<file path="src/rtl/display_scheduler.sv">
// display_scheduler
//   Chooses what the 4-digit 7-segment display shows each cycle: score,
//   level, the line-clear flash or the game-over message. Owns priority,
//   view rotation, blinking and leading-zero suppression. Timers only
//   advance on the display enable strobe.
//
// Ports
//   clk        system clock
//   reset      asynchronous active-low reset
//   tick       one-cycle enable strobe, paces all timers
//   score_bcd  score, 4 BCD digits (thousands in [15:12])
//   level_bcd  level, 2 BCD digits (tens in [7:4])
//   aligne     one-cycle line-clear pulse
//   perdu      game lost (level)
//   digit3..0  digit codes to the Number driver, 15 = blank digit
//   blank      blanks the whole display
//   src        current view: 0 score, 1 level, 2 flash, 3 lost
//
// state     | meaning
// ROT_SCORE | rotation, showing score
// ROT_LEVEL | rotation, showing level
// FLASH     | line-clear flash, score view blinking
// LOST      | game over, message/score alternating (phase_q), blinking
module display_scheduler #(
    parameter int HOLD_TICKS  = 2000,
    parameter int BLINK_TICKS = 250,
    parameter int FLASH_TICKS = 1500
) (
    input  logic        clk,
    input  logic        reset,
    input  logic        tick,
    input  logic [15:0] score_bcd,
    input  logic [7:0]  level_bcd,
    input  logic        aligne,
    input  logic        perdu,
    output logic [3:0]  digit3,
    output logic [3:0]  digit2,
    output logic [3:0]  digit1,
    output logic [3:0]  digit0,
    output logic        blank,
    output logic [1:0]  src
);

    localparam int HW = (HOLD_TICKS  > 1) ? $clog2(HOLD_TICKS)  : 1;
    localparam int BW = (BLINK_TICKS > 1) ? $clog2(BLINK_TICKS) : 1;
    localparam int FW = (FLASH_TICKS > 1) ? $clog2(FLASH_TICKS) : 1;

    // Timers are down-counters; the load value marks a freshly cleared timer.
    localparam logic [HW-1:0] HOLD_LOAD  = HW'(HOLD_TICKS - 1);
    localparam logic [BW-1:0] BLINK_LOAD = BW'(BLINK_TICKS - 1);
    localparam logic [FW-1:0] FLASH_LOAD = FW'(FLASH_TICKS - 1);

    // Encoding doubles as the src output.
    typedef enum logic [1:0] {
        ROT_SCORE = 2'd0,
        ROT_LEVEL = 2'd1,
        FLASH     = 2'd2,
        LOST      = 2'd3
    } state_t;

    state_t        state_q, state_d;
    logic          phase_q, phase_d;   // LOST only: 0 message, 1 score
    logic [HW-1:0] hold_q, hold_d;
    logic [BW-1:0] blink_q, blink_d;
    logic [FW-1:0] flash_q, flash_d;
    logic          blank_q, blank_d;
    logic [15:0]   digits_q, digits_d;

    logic          clr;
    logic          blink_en;
    logic [15:0]   score_view;
    logic [15:0]   level_view;

    logic [3:0] th, hu, te, un;
    assign th = score_bcd[15:12];
    assign hu = score_bcd[11:8];
    assign te = score_bcd[7:4];
    assign un = score_bcd[3:0];

    // Leading zeros blank out, units digit always shown.
    assign score_view = {
        (th == 4'd0) ? 4'hF : th,
        (th == 4'd0 && hu == 4'd0) ? 4'hF : hu,
        (th == 4'd0 && hu == 4'd0 && te == 4'd0) ? 4'hF : te,
        un
    };
    assign level_view = {8'hFF, (level_bcd[7:4] == 4'd0) ? 4'hF : level_bcd[7:4],
                         level_bcd[3:0]};

    always_comb begin
        state_d  = state_q;
        phase_d  = phase_q;
        hold_d   = hold_q;
        blink_d  = blink_q;
        flash_d  = flash_q;
        blank_d  = blank_q;
        digits_d = digits_q;
        clr      = 1'b0;
        blink_en = 1'b0;

        case (state_q)
            ROT_SCORE, ROT_LEVEL: begin
                if (perdu) begin
                    state_d = LOST;
                    clr     = 1'b1;
                end else if (aligne) begin
                    state_d = FLASH;
                    clr     = 1'b1;
                end else if (tick) begin
                    if (hold_q == '0) begin
                        hold_d  = HOLD_LOAD;
                        state_d = (state_q == ROT_SCORE) ? ROT_LEVEL : ROT_SCORE;
                    end else begin
                        hold_d = hold_q - HW'(1);
                    end
                end
            end
            FLASH: begin
                if (perdu) begin
                    state_d = LOST;
                    clr     = 1'b1;
                end else if (aligne) begin
                    clr = 1'b1;    // restart, no queuing
                end else if (tick) begin
                    if (flash_q == '0) begin
                        state_d = ROT_SCORE;
                        clr     = 1'b1;
                    end else begin
                        flash_d  = flash_q - FW'(1);
                        blink_en = 1'b1;
                    end
                end
            end
            LOST: begin
                if (!perdu) begin
                    state_d = ROT_SCORE;
                    clr     = 1'b1;
                end else if (tick) begin
                    blink_en = 1'b1;
                    if (hold_q == '0) begin
                        hold_d  = HOLD_LOAD;
                        phase_d = ~phase_q;
                    end else begin
                        hold_d = hold_q - HW'(1);
                    end
                end
            end
            default: ;
        endcase

        if (blink_en) begin
            if (blink_q == '0) begin
                blink_d = BLINK_LOAD;
                blank_d = ~blank_q;
            end else begin
                blink_d = blink_q - BW'(1);
            end
        end

        // Any transition driven by perdu/aligne/flash end restarts every timer.
        if (clr) begin
            hold_d  = HOLD_LOAD;
            blink_d = BLINK_LOAD;
            flash_d = FLASH_LOAD;
            blank_d = 1'b0;
            phase_d = 1'b0;
        end

        if (state_d == ROT_LEVEL) begin
            digits_d = level_view;
        end else if (state_d == LOST && !phase_d) begin
            digits_d = 16'hDE1D;
        end else begin
            digits_d = score_view;
        end
    end

    always_ff @(posedge clk or negedge reset) begin
        if (!reset) begin
            state_q  <= ROT_SCORE;
            phase_q  <= 1'b0;
            hold_q   <= HOLD_LOAD;
            blink_q  <= BLINK_LOAD;
            flash_q  <= FLASH_LOAD;
            blank_q  <= 1'b0;
            digits_q <= 16'hFFFF;
        end else begin
            state_q  <= state_d;
            phase_q  <= phase_d;
            hold_q   <= hold_d;
            blink_q  <= blink_d;
            flash_q  <= flash_d;
            blank_q  <= blank_d;
            digits_q <= digits_d;
        end
    end

    assign digit3 = digits_q[15:12];
    assign digit2 = digits_q[11:8];
    assign digit1 = digits_q[7:4];
    assign digit0 = digits_q[3:0];
    assign blank  = blank_q;
    assign src    = state_q;

endmodule
</file>
<file path="config.mk">
export PLATFORM = sky130hd
export DESIGN_NAME = display_scheduler
export DESIGN_NICKNAME = d
export VERILOG_FILES = /design/src/rtl/display_scheduler.sv
export SDC_FILE = /design/constraint.sdc
export NUM_CORES = 1
export LEC_CHECK = 0
export ABC_AREA = 1
export CORE_UTILIZATION = 50
export DETAILED_ROUTE_END_ITERATION = 8
export DONT_BUFFER_PORTS = 1
export GPL_TIMING_DRIVEN = 0
export PLACE_DENSITY = 0.78
export SLEW_MARGIN = 20
export SYNTH_ARGS = -nofsm -noshare
export SYNTH_HDL_FRONTEND = slang
export SYNTH_SLANG_ARGS = --single-unit
export TNS_END_PERCENT = 50
</file>
<file path="constraint.sdc">
create_clock -name clk -period 1.8 [get_ports clk]
set_input_delay 0.09 -clock clk [delete_from_list [all_inputs] [get_ports clk]]
set_output_delay 0.09 -clock clk [all_outputs]
set_load 0.005 [all_outputs]
</file>
# [After elaboration in Yosys (flattened, before gate mapping)]
# Index checks and enable logic that the tools add are counted.
# W data, S select, Z words.
[word_totals] out_inout_bits=19 in_bits=29 word_cells=100 reg_bits=50
[classes] bitwise_logic=2 eq_ne=11 muxes=56 reduce_logical=21 add_sub_neg=3
[op_table] operator="$mux W11" n=12
[op_table] operator="$mux W16" n=2
[op_table] operator="$mux W8" n=3
[op_table] operator="$logic_not A11 Y1" n=2
[op_table] operator="$mux W1" n=22
[op_table] operator="$pmux W11 S2" n=1
[op_table] operator="$sub A11 B1 Y11 const B" n=2
[op_table] operator="$mux W2" n=9
[op_table] operator="$logic_not A4 Y1" n=4
[op_table] operator="$mux W4" n=4
[op_table] operator="$ne A3 B3 Y1 const B" n=3
[op_table] operator="$logic_not A8 Y1" n=1
[op_table] operator="$reduce_bool A2 Y1" n=4
[op_table] operator="$sub A8 B1 Y8 const B" n=1
[op_table] operator="$eq A2 B2 Y1 const B" n=3
[op_table] operator="$pmux W2 S3" n=1
[op_table] operator="$reduce_and A5 Y1" n=1
[op_table] operator="$eq A2 B1 Y1 const B" n=2
[op_table] operator="$ne A2 B1 Y1 const B" n=2
[op_table] operator="$reduce_and A4 Y1" n=1
[op_table] operator="$logic_and A1 B1 Y1" n=3
[op_table] operator="$pmux W1 S3" n=1
[op_table] operator="$reduce_bool A3 Y1" n=1
[op_table] operator="$logic_not A2 Y1" n=1
[op_table] operator="other kinds (6)" n=7

# [Logic depth before layout (Yosys ltp)]
# Gate-level depths: netlist of run 1.
[logic_depth] word_depth=11 mapped_depth=12 ltp_nobuf=12

# [Least setup slack after synthesis of run 1]
# Ideal clock, no wire load.
[synth_timing] path_type="reg2reg" start="register flash_q[0]" end="register hold_q[5]" setup_time_ns=0.118 synth_period_minus_slack_ns=1.737 setup_slack_ns=0.063 stages_incl_launch_ff=10 required_ns=1.682 n_path_buf=1 arrival_time_ns=1.619 path_cell_list="dfstp_2 > inv_1 > ha_1 > nand3_1 > nor2_1 > nand3_1 > nand3_1 > nand2_2 > buf_6 > o21ai_2"
[synth_between] elab_chain_len=8 word_cells_on_any_way=12 cone_classes="eq/ne (3); mux (6); reduce/logical (3)"
[synth_lines] item="from (decl)" line_no="65" source="logic [FW-1:0] flash_q, flash_d;"
[synth_lines] item="from (signal assigned)" line_no="192" source="flash_q <= flash_d;"
[synth_lines] item="$logic_not A11 Y1 (*)" line_no="125" source="if (flash_q == '0) begin"
[synth_lines] item="$mux W1 (*)" line_no="125"
[synth_lines] item="$mux W1 (*)" line_no="124" source="end else if (tick) begin"
[synth_lines] item="$mux W1 (*)" line_no="122" source="end else if (aligne) begin"
[synth_lines] item="$mux W1 (*)" line_no="119" source="if (perdu) begin"
[synth_lines] item="$pmux W1 S3 (*)" line_no="101" source="case (state_q)"
[synth_lines] item="$ne A3 B3 Y1 (no source line) or $reduce_bool A3 Y1 (tied branches)"
[synth_lines] item="$reduce_and A4 Y1 (no source line)"
[synth_lines] item="to (signal assigned)" line_no="190" source="hold_q <= hold_d;"
[synth_lines] item="to (decl)" line_no="63" source="logic [HW-1:0] hold_q, hold_d;"
# Every way passes the cells marked *; elsewhere a longest branch is shown, timed or not.
# A chain may end at the register's enable or synchronous reset.

# [Worst setup path in the final report of run 1]
[layout_timing] start="register flash_q[0]" end="register flash_q[10]"
[layout_between] elab_chain_len=8 word_cells_on_any_way=19 cone_classes="add/sub (1); eq/ne (3); mux (11); reduce/logical (4)"
[layout_lines] item="parallel branches: the longest is 8 deep, another holds $sub A11 B1 Y11"
# Several ways; the timed one is not identified. The select of a mux whose other input is x is not followed.

==> impl_metrics.ini, run 1 <==
[yosys]
synth_area_um2 = 2950
postSynth.asyncResetShare_pct = 100
syn_nets = 414
synth.avg_cell_area_um2 = 7.75
ys_seq_area_share_pct = 44.0
postSynthCellCount = 381
synth-edff-count = 0
synthTopCellsByArea = dfstp_2, nand2_1, nand3_1
yosysTopAreaCellShare_pct = 34.7
synth-main-ff-cell = dfstp_2
yosysMostFrequentCell = nand2_1
synth.largest_area_cell = dfstp_2
yosysWarnings = 0
synth_common_cells = nand2_1, nand3_1, inv_1
ys_ff_latch = 50
synth.distinct_cells = 33

[clock_network]
cts_buffer_depth = 2
ctsHtreeMaxLevel = 2
clock-sinks = 50
cts.clk_slew.worst_paths_ns = 0.11
cts_root_buf = clkbuf_8
cts_buffers = 5
tritoncts = built
clock_latency_ns = 0.33

[setup_path]
worst_setup_path_end_kind = flop
worstPathRequired_ns = 2.06
critPathKind = flop to flop
start_kind = flop
arrival_ns = 2.07
worstPathMaxFanout = 10

[layout]
nets = 473
drive_gt1_share_pct = 33.3
area_growth_pct = 35.2
diodes = 0
post-route-util_pct = 71.2

[timing]
skew_ns = 0.0142
slew_violations = 0
fin_setup_tns_ns = -0.0228
rsz0062_at_grt = true
fin_crit_sh_pct = 101
finalCriticalPeriod_ns = 1.81
clock.fmax_mhz = 551
setup_viol = 2
max-slew-margin-rel_pct = 60.2
fin_ws_ns = -0.0145
max_slew.worst_pin.slew_ns = 0.591
finalHoldViolCount = 0

[pwr]
swShare_pct = 34.8
power_per_cell_area_nw_per_um2 = 774
power_frac_seq_pct = 47.2
share_comb_of_total_power_pct = 28.7
power_leakage_uw = 0.00183
intPower_uw = 2020
p_switching_uw = 1070
ir_drop_mv = 0.385
clockPowerShare_pct = 24.1

[global_routing]
grt_pass1_vias = 2801
track_usage_pct = 26.0
grt-ovfl-total = 0
grt_max_degree = 51
grt_antenna_before_repair = 0
grt_pass1_wl_um = 12600

[floorplanning]
die_w_um = 78.9
die_y_um = 78.9
start_util_pct = 52.7
placement_rows = 27
io_pins = 48
core-area_um2 = 5610
die_area_um2 = 6220

[route]
vias = 2966
drtIter0Drc = 236
wire_per_inst_um = 17.3
wl_um = 8860
drt-vias-per-instance = 5.78
ant_nets = 0
drc = 0
drt_first_pass_iters = 5

[placement]
place_ws_ns = -0.250
port_buffers = 0
hpwl_um = 4320
finalWeightedCongestion = 0.832

[worst_hold_path]
hp-class = primary input to flop

[outcome]
status = finished with violations
violations = negative setup slack

[job]
max_cap_viol_count = 0
## state kept, by name, indices dropped and copies added (netlist names)
register / cells
src: 2
phase_q: 1
flash_q: 11
blink_q: 8
digits_q: 16
hold_q: 11
blank: 1
## critical path, cell delays in order, from the launching register on
cell and delay, ns:
dfstp_2 0.56, inv_2 0.06, ha_4 0.17, nand3_2 0.07
nor2_2 0.04, nand3_2 0.08, nand3_4 0.10, nand2_4 0.12
buf_12 0.14, nand2_4 0.08, buf_6 0.15, o21ai_1 0.18
## placed cells by master, fill, tap and decap left out, types with 7 or more instances in the layout
cell / instances
nor3_1: 10
dlygate4sd3_1: 25
buf_4: 16
nor2_2: 7
dfstp_2: 39
nor2_1: 32
xor2_1: 10
dfrtp_1: 8
inv_2: 7
nand2_1: 82
nand2_2: 9
buf_6: 10
nand3_1: 51
inv_1: 40
nor2_4: 7
o21ai_1: 9
## timing repair
item                       4_1_cts  5_1_grt
hold buffers                    24        2
gates resized for setup         34       44
setup endpoints to repair       47       47
hold endpoints to repair        67        5
buffers inserted                13        7
gates cloned                     4        2
pin swaps                        5       19
## routing by layer
metal / vias to the layer above / global-route usage (%) / wire, µm
met2: 145 / 43.6 / 4570
met3: 35 / 5.52 / 546
li1: 1356 / - / -
met1: 1430 / 32.5 / 3440
met5: - / 0 / 0
met4: 0 / 10.9 / 308
## per-stage QoR
step	cell area [µm²]	instances	total power, µW	hold slack, ns
after floorplan	2950	381	1880	-0.206
after global placement	3040	453	1980	-0.203
after detailed placement	3040	453	2000	-0.204
after CTS	3730	502	2930	-0.0713
after global routing	4000	513	3230	0.0124
final	4000	513	3090	0.00873
## final timing paths
kind	from	to	slack [ns]	depth (start not counted)
min	score_bcd[4]	digits_q[4]	0.009	4
min in group asynchronous	reset	src[1]	0.27	2
max reg2reg	flash_q[0]	flash_q[10]	-0.01	11
min reg2reg	hold_q[1]	hold_q[1]	0.49	2
max	flash_q[0]	flash_q[10]	-0.01	11
max in group asynchronous	reset	digits_q[0]	1.25	2
## layout make-up
cell class	instances	area, µm²
Clock buffer	5	68.8
Multi-Input combinational cell	278	1690
Sequential cell	50	1300
Fill cell	397	1610
Clock inverter	3	28.8
Buffer	8	97.6
Timing Repair Buffer	50	538
Inverter	47	176
Tap cell	72	90.1
## power by group through the flow
stage,sequential [µW],combinational [µW],clock (µW)
after floorplan,1430,449,0
after global placement,1460,520,0
after detailed placement,1460,540,0
after CTS,1450,745,736
after global routing,1480,965,788
final,1460,887,744
## kinds of logic (layout without fill, tap and decap cells)
logic type               Yosys count  count (layout)  share of synthesized area [%]
AND/OR/NAND/NOR                  230             232                           36.2
adder cells (fa/ha/maj)            4               4                           1.69
XOR/XNOR                          14              14                           4.15
buffers and inverters             55             113                           8.26
AO/OA/AOI/OAI                     28              28                           5.72
flip-flops                        50              50                           44.0
No activity file was read; power rests on OpenSTA's default activity.
==> run 2, diff against run 1 <==
--- a/config.mk
+++ b/config.mk
@@ -6,11 +6,14 @@
 export NUM_CORES = 1
 export LEC_CHECK = 0
 export ABC_AREA = 1
-export CORE_UTILIZATION = 50
+export CELL_PAD_IN_SITES_DETAIL_PLACEMENT = 2
+export CELL_PAD_IN_SITES_GLOBAL_PLACEMENT = 2
+export CORE_UTILIZATION = 37
+export CTS_CLUSTER_SIZE = 12
 export DETAILED_ROUTE_END_ITERATION = 8
 export DONT_BUFFER_PORTS = 1
 export GPL_TIMING_DRIVEN = 0
-export PLACE_DENSITY = 0.78
+export PLACE_DENSITY = 0.9
 export SLEW_MARGIN = 20
 export SYNTH_ARGS = -nofsm -noshare
 export SYNTH_HDL_FRONTEND = slang
==> constraint.sdc (replaced) <==
create_clock -name clk -period 1.7 [get_ports clk]
set_input_delay 0.085 -clock clk [delete_from_list [all_inputs] [get_ports clk]]
set_output_delay 0.085 -clock clk [all_outputs]
set_load 0.005 [all_outputs]
==> run 2 against run 1 <==
Effect of this change: the flow finishes with violations (negative hold slack, negative setup slack); clock-buffer cell count is 1 higher; final area is 8.5% higher; maximum frequency decreased by 12%; die area is 34% higher; clock power rose by 21%; setup slack got worse by 0.35 ns; sequential cell count did not move; largest cell class unchanged; largest power group unchanged; highest routed layer unchanged.
==> impl_metrics.ini, run 2 (synthesized netlist as in run 1, its figures left out) <==
[floorplanning]
die_w_um = 91.4
start_util_pct = 38.2
core-area_um2 = 7730
die_y_um = 91.4
die_area_um2 = 8350
placement_rows = 32
io_pins = 48

[setup_path]
r2r_slack_ns = -0.36
r2r-start = hold_q[7]
start_kind = flop
critPathKind = flop to flop
arrival_ns = 2.35
worstPathMaxFanout = 5
startpoint = hold_q[7]
worstPathRequired_ns = 1.99
worst_setup_path_end_kind = flop
r2r_cells = 10

[pwr]
power_frac_seq_pct = 43.1
power_leakage_uw = 0.00195
intPower_uw = 2230
power_per_cell_area_nw_per_um2 = 868
ir_drop_mv = 0.434
p_switching_uw = 1530
swShare_pct = 40.7
share_comb_of_total_power_pct = 33.0
clockPowerShare_pct = 23.9

[layout]
drive_gt1_share_pct = 43.5
area_growth_pct = 46.7
top_register = digits_q
post-route-util_pct = 56.1
nets = 492
fillerInstances = 792
largest_reg_flops = 16
layout_common_cells = nand2_1, nand3_1, dfstp_2
instances_no_fill = 563
reg_top3 = digits_q (16), flash_q (11), hold_q (11)
final_common_cell = nand2_1

[placement]
place_ws_ns = -0.434
finalWeightedCongestion = 0.753
port_buffers = 0
dp_cells = 483
hpwl_um = 6560

[timing]
fin_ws_ns = -0.361
skew_ns = 0.0297
max-slew-margin-rel_pct = 58.5
slew_violations = 0
finalHoldViolCount = 7
timing.hold.ws_ns = -0.0442
clock.fmax_mhz = 485
finalCriticalPeriod_ns = 2.06
setup_viol = 48
rsz0062_at_grt = true
max_slew.worst_pin.slew_ns = 0.617
fin_crit_sh_pct = 121

[global_routing]
grt-ovfl-total = 0
grt_pass1_vias = 3755
grt_antenna_before_repair = 1
grt_pass1_wl_um = 24200
track_usage_pct = 40.3
grt_max_degree = 51

[route]
drt_first_pass_iters = 5
ant_nets = 0
wire_per_inst_um = 31.5
drtIter0Drc = 281
wl_um = 17700
vias = 3416
drt-vias-per-instance = 6.07
drc = 0

[worst_hold_path]
hold_path_depth = 3
min_from = level_bcd[4]
hp-class = primary input to flop

[clock_network]
cts_root_buf = clkbuf_8
ctsHtreeMaxLevel = 2
cts_buffer_depth = 2
cts_buffers = 5
clock_latency_ns = 0.36
clock-sinks = 50
tritoncts = built
cts.clk_slew.worst_paths_ns = 0.14

[job]
max_cap_viol_count = 0

[outcome]
status = finished with violations
violations = negative hold slack, negative setup slack
run 2: cell types whose count changed in the layout (fill, tap and decap cells not counted), moves of 6 or more:
cell / delta
nand2_2: +15
nand3_2: +6
buf_4: +17
nand2_1: -13
nand3_1: -7
run 2: critical path, stage by stage, from the launching register on:
cell and delay [ns]:
dfstp_2 0.44, nor2_2 0.22, nand3_1 0.19, nor2_4 0.26
nand2_2 0.09, nand2_1 0.09, nand3_2 0.13, nor2_4 0.23
buf_6 0.14, nor2_1 0.05, a21oi_2 0.17
run 2: final timing paths:
kind                                     to
worst max register to register  digits_q[3]
worst max-delay path            digits_q[3]
min in group asynchronous           phase_q
max in group asynchronous        flash_q[4]
worst min register to register   blink_q[0]
worst min-delay path            digits_q[7]
run 2: metal layers:
metal / global-route usage (%) / share of wire, % / vias to the layer above
li1: - / - / 1382
met1: 51.4 / 41 / 1772
met2: 66.0 / 47 / 211
met3: 9.38 / 7.7 / 51
met4: 16.0 / 3.7 / 0
met5: 0 / 0 / -
run 2: final cells by class:
cell class,count,area [µm²],area share (%)
Timing Repair Buffer,72,723,16.7
Sequential cell,50,1310,30.2
Antenna cell,1,2.50,0.0577
Buffer,7,93.8,2.17
Inverter,47,184,4.24
Tap cell,102,128,2.94
Multi-Input combinational cell,276,1800,41.5
Clock buffer,6,82.6,1.91
Clock inverter,2,16.3,0.375
run 2: timing repair:
action / 4_1_cts / 5_1_grt
endpoints found under the setup margin: 48 / 48
endpoints found under the hold margin: 67 / 5
hold buffers: 24 / 1
setup buffers: 31 / 14
cloned: 5 / 0
gates resized for setup: 86 / 43
pin swaps: 22 / 26
run 2: metrics by stage:
step / hold slack [ns] / area, µm² / TNS, ns / power [µW]
detailed placement: -0.207 / 3100 / -14.37 / 2200
global route: -0.0268 / 4330 / -14.27 / 3830
CTS: -0.0524 / 4110 / -2.05 / 3350
floorplan: -0.211 / 2980 / -0.00313 / 2000
global placement: -0.207 / 3100 / -9.05 / 2120
finish: -0.0442 / 4330 / -12.11 / 3760
run 2: power by group through the flow:
| stage | logic (µW) | registers [µW] | clock network, µW |
|---|---|---|---|
| floorplan | 482 | 1520 | 0 |
| global route | 1290 | 1630 | 920 |
| global placement | 574 | 1550 | 0 |
| finish | 1240 | 1620 | 898 |
| detailed placement | 633 | 1560 | 0 |
| CTS | 978 | 1560 | 812 |
